$ cat config.mk
export PLATFORM = sky130hd
export DESIGN_NAME = div
export DESIGN_NICKNAME = d
export VERILOG_FILES = /design/src/rtl/div_pkg.sv /design/src/rtl/div.sv
export SDC_FILE = /design/constraint.sdc
export NUM_CORES = 1
export LEC_CHECK = 0
export CORE_ASPECT_RATIO = 1.4
export CORE_MARGIN = 5
export CORE_UTILIZATION = 54
export CTS_CLUSTER_DIAMETER = 50
export DETAILED_ROUTE_END_ITERATION = 7
export PLACE_DENSITY = 0.87
export SYNTH_ARGS = -nofsm -noshare
export SYNTH_HDL_FRONTEND = slang
export SYNTH_SLANG_ARGS = --single-unit
$ cat constraint.sdc
create_clock -name clk -period 3.7 [get_ports clk]
set_input_delay 0.74 -clock clk [delete_from_list [all_inputs] [get_ports clk]]
set_output_delay 0.74 -clock clk [all_outputs]
set_load 0.03 [all_outputs]
$ cat src/rtl/div_pkg.sv
// Shared definitions for the iterative 32-bit divider: FSM encodings,
// handshake levels and the two's-complement helper.
package div_pkg;

    typedef enum logic [1:0] {
        DivFree   = 2'b00,
        DivByZero = 2'b01,
        DivOn     = 2'b10,
        DivEnd    = 2'b11
    } div_state_e;

    localparam logic DivResultReady    = 1'b1;
    localparam logic DivResultNotReady = 1'b0;
    localparam logic DivStart          = 1'b1;
    localparam logic DivStop           = 1'b0;

    localparam logic [5:0] DivIterations = 6'd32;

    function automatic logic [31:0] neg32(input logic [31:0] value);
        return ~value + 32'd1;
    endfunction

endpackage

$ cat src/rtl/div.sv
// Radix-2 restoring divider, 32 iterations, result held until start_i drops.
// Signed division is built only when DIV_SIGNED_EN is defined.
module div
    import div_pkg::*;
(
    input  logic        clk,
    input  logic        rst,
    input  logic        signed_div_i,
    input  logic [31:0] opdata1_i,
    input  logic [31:0] opdata2_i,
    input  logic        start_i,
    input  logic        annul_i,
    output logic [63:0] result_o,
    output logic        ready_o
);

    div_state_e  state_r;
    logic [5:0]  cnt_r;
    logic [64:0] work_r;
    logic [31:0] divisor_r;
    logic [32:0] diff_s;
    logic [31:0] op1_mag_s;
    logic [31:0] op2_mag_s;
    logic [31:0] quo_s;
    logic [31:0] rem_s;

`ifdef DIV_SIGNED_EN
    logic sign1_r;
    logic sign2_r;
    logic signed_r;

    // Operand magnitudes and result sign correction for signed mode
    always_comb begin
        op1_mag_s = opdata1_i;
        op2_mag_s = opdata2_i;
        quo_s     = work_r[31:0];
        rem_s     = work_r[64:33];
        if (signed_div_i && opdata1_i[31]) begin
            op1_mag_s = neg32(opdata1_i);
        end else begin
            op1_mag_s = opdata1_i;
        end
        if (signed_div_i && opdata2_i[31]) begin
            op2_mag_s = neg32(opdata2_i);
        end else begin
            op2_mag_s = opdata2_i;
        end
        if (signed_r && (sign1_r ^ sign2_r)) begin
            quo_s = neg32(work_r[31:0]);
        end else begin
            quo_s = work_r[31:0];
        end
        if (signed_r && sign1_r) begin
            rem_s = neg32(work_r[64:33]);
        end else begin
            rem_s = work_r[64:33];
        end
    end
`else
    logic unused_signed_s;
    assign unused_signed_s = signed_div_i;

    // Unsigned-only build: operands and results pass straight through
    always_comb begin
        op1_mag_s = opdata1_i;
        op2_mag_s = opdata2_i;
        quo_s     = work_r[31:0];
        rem_s     = work_r[64:33];
    end
`endif

    // Trial subtraction; bit 32 set means the divisor did not fit
    assign diff_s = {1'b0, work_r[63:32]} - {1'b0, divisor_r};

    // Divider FSM with registered result and ready
    always_ff @(posedge clk) begin
        if (rst) begin
            state_r   <= DivFree;
            cnt_r     <= 6'd0;
            work_r    <= 65'd0;
            divisor_r <= 32'd0;
            result_o  <= 64'd0;
            ready_o   <= DivResultNotReady;
`ifdef DIV_SIGNED_EN
            sign1_r   <= 1'b0;
            sign2_r   <= 1'b0;
            signed_r  <= 1'b0;
`endif
        end else begin
            case (state_r)
                DivFree: begin
                    if (start_i == DivStart && !annul_i) begin
                        if (opdata2_i == 32'd0) begin
                            state_r <= DivByZero;
                        end else begin
                            state_r   <= DivOn;
                            cnt_r     <= 6'd0;
                            work_r    <= {32'd0, op1_mag_s, 1'b0};
                            divisor_r <= op2_mag_s;
`ifdef DIV_SIGNED_EN
                            sign1_r   <= signed_div_i & opdata1_i[31];
                            sign2_r   <= signed_div_i & opdata2_i[31];
                            signed_r  <= signed_div_i;
`endif
                        end
                    end else begin
                        state_r <= DivFree;
                    end
                end
                DivByZero: begin
                    result_o <= 64'd0;
                    ready_o  <= DivResultReady;
                    state_r  <= DivEnd;
                end
                DivOn: begin
                    if (annul_i) begin
                        state_r <= DivFree;
                    end else if (cnt_r != DivIterations) begin
                        if (diff_s[32]) begin
                            work_r <= {work_r[63:0], 1'b0};
                        end else begin
                            work_r <= {diff_s[31:0], work_r[31:0], 1'b1};
                        end
                        cnt_r <= cnt_r + 6'd1;
                    end else begin
                        result_o <= {rem_s, quo_s};
                        ready_o  <= DivResultReady;
                        state_r  <= DivEnd;
                    end
                end
                DivEnd: begin
                    if (start_i == DivStop) begin
                        result_o <= 64'd0;
                        ready_o  <= DivResultNotReady;
                        state_r  <= DivFree;
                    end else begin
                        state_r <= DivEnd;
                    end
                end
                default: begin
                    state_r <= DivFree;
                end
            endcase
        end
    end

endmodule

==> flow_summary.toml <==
[status]
status = "complete, no violations"

[detailed_routing]
dr.pass1.iters = 5
vias = 7779
ant_nets = 0
route.met3.wl_um = 1190
wl_met1_um = 8670
drc = 0
met2_length_um = 10900
viasPerCell = 5.76
drtIter0Drc = 750
wl_um = 21600
wl_per_cell_um = 16.0
maxUsedRoutingLayer = "met4"

[clock_network]
clockBufferDepth = 2
ctsRootBufferMaster = "clkbuf_16"
cts_resized = 0
cts_tree = "done"
cts_sinks = 170
htree_levels = 4
cts.hold.buffers_added = 0
cts_buffers = 17
postCtsSetupBuffers = 0
path_clk_slew_ns = 0.07
insertion_delay_ns = 0.42

[power_and_ir_drop]
power.leakage_nw = 4.15
ir_drop_uv = 315
powerDensity_mw_per_mm2 = 438

[worst_setup_path]
start_kind = "flop"
cp_top_family = "compound AO/OA/AOI/OAI gates"
path_max_fanout = 13
rrSetupSlack_ns = 0.38
critPathMaxStageDelay_ns = 0.44
cp.buffers_inverters = 1
crit_path_end_kind = "flop"
cp_cell_sequence = "inv_1, ha_1, fa_1, nand2b_1, a21oi_2, o21ai_2, o211a_4, o41ai_4, a311oi_4, or3b_1, a32o_1"
cp.required_ns = 4.00
crit_path_top_delay_cell = "or3b_1"
worstPathArrival_ns = 3.62
path_class = "flop to flop"

[placement]
port_buffers = 132
placed_cell_area_sq_mm = 0.00991
gp_congestion = 0.982
dp_slack_ns = 0.282
dp_hpwl_um = 15500

[sta]
post-route-period-util_pct = 89.7
layout_min_cycle_time_ns = 3.32
rsz0062_at_grt = "false"
finalMaxSlewViolations = 0
finalSetupTns_ns = 0
max_freq_mhz = 301
fin_worst_skew_ns = 0.00993
hold_viol_final = 0
slew_headroom_pct = 42.3
worst_slack_ns = 0.379
tightest_slew_ns = 0.864
setup_viol = 0

[cells_and_area]
final_area_sq_mm = 0.0105
layout_common_cells = "175 x nand2_1, 170 x dfxtp_1, 131 x clkdlybuf4s50_1"
final_layout_size_suffix_gt1_share_pct = 5.72
area_delta_synth_final_pct = 24.3
layout.nets = 1246
final_core_util_pct = 67.8
num_antenna_cells = 0
layout_commonest_cell = "nand2_1"

[synthesis]
synth_xor_area_share_pct = 3.32
synth_mux_area_share_pct = 6.08
yosys.area_share.simple_pct = 20.6
synth_area_sq_mm = 0.00843
netlist_instances = 1043
synth_edf_count = 0
ys_seq_area_share_pct = 40.4
syn_avg_cell_area_sq_um = 8.09
synth_warnings = 0
synthAdderAreaFrac_pct = 5.43
yosysUniqueCellTypes = 61
synth_nets = 1148
ys.flop_type = "dfxtp_1"
async_flop_share_pct = 0
ys_ff_latch = 170
synth_top_family_by_area = "simple AND/OR/NAND/NOR gates"
synth-compound-area-share_pct = 19.0

[die]
die_x_um = 116
io_pins = 134
die_h_um = 158
design.die.area_sq_mm = 0.0183
fp-row-count = 54
design.core.area_sq_mm = 0.0155
start_util_pct = 54.5

[global_route]
grt_overflow_total = 0
grtUsageTotal_pct = 23.6
grt_pass1_wl_um = 35400
grt_pass1_vias = 7609
grt_max_degree = 78
antenna_found_initial = 0

[worst_hold_path]
min_path_type = "flop to flop"

[job]
cap_violations = 0
## power by group
group          switching [mW]  internal, mW
clock network           0.768         0.961
registers              0.0473          1.89
logic                   0.516         0.406
total                    1.33          3.26
## synth_stat cells (5+ instances only)
master	count	area, sq um
nor4_1	8	50.1
o211ai_1	8	60.1
a32oi_1	11	96.3
o21ai_0	18	90.1
o21ai_1	33	165
dfxtp_1	170	3400
nand2_1	175	657
xnor2_1	18	158
clkbuf_1	55	206
nand4_1	9	56.3
inv_1	44	165
nand2b_1	12	75.1
a21oi_1	95	475
nand3_1	71	355
ha_1	35	438
a311oi_1	33	289
buf_1	10	37.5
nor2_1	96	360
a21o_1	10	75.1
xor2_1	14	123
mux2i_1	49	490
nor3_1	5	25.0
nor2b_1	6	37.5
## logic make-up (layout without fill, tap and decap cells)
| logic type | after synthesis | after routing |
|---|---|---|
| xor gates and xnor gates | 32 | 32 |
| buffers and inverters | 113 | 224 |
| muxes | 51 | 51 |
| DFF | 170 | 170 |
| adders and majority gates | 36 | 36 |
| AOI/OAI and AO/OA | 243 | 243 |
| and+or+nand+nor | 398 | 398 |
## flip-flops by register name, summed over array words and instances, names as in the netlist
register   flops
divisor_r     32
cnt_r          6
result_o      64
state_r        2
ready_o        1
work_r        65
## worst reg2reg max path: stages, from the launching register on
cell	delay, ns
dfxtp_1	0.37
inv_1	0.10
ha_1	0.21
fa_1	0.39
nand2b_1	0.19
a21oi_2	0.24
o21ai_2	0.11
o211a_4	0.29
o41ai_4	0.37
a311oi_4	0.25
or3b_1	0.44
a32o_1	0.25
## stage by stage
step	power (mW)	cells	hold slack, ns
floorplan	2.64	1043	0.442
global placement	2.86	1318	0.439
detailed placement	2.88	1318	0.447
CTS	4.60	1350	0.455
global route	4.78	1350	0.472
finish	4.59	1350	0.452
## path summary, 6_finish.rpt
kind                             startpoint     endpoint  cells past startpoint
worst min register to register  result_o[8]  result_o[8]                      2
worst max-delay path             work_r[32]   work_r[64]                     11
worst max register to register   work_r[32]   work_r[64]                     11
worst min-delay path            result_o[8]  result_o[8]                      2
## area by class of cell
class / count / area (sq um)
Timing Repair Buffer: 148 / 1480
Clock inverter: 14 / 138
Inverter: 44 / 165
Clock buffer: 18 / 439
Fill cell: 1260 / 4990
Multi-Input combinational cell: 760 / 4620
Tap cell: 196 / 245
Sequential cell: 170 / 3400
## per-layer routing
layer	GRT usage [%]	up-vias
li1	-	3839
met1	27.8	3611
met2	41.9	270
met3	3.56	59
met4	10.6	0
met5	0	-
Power figures use the tool's default switching activity.
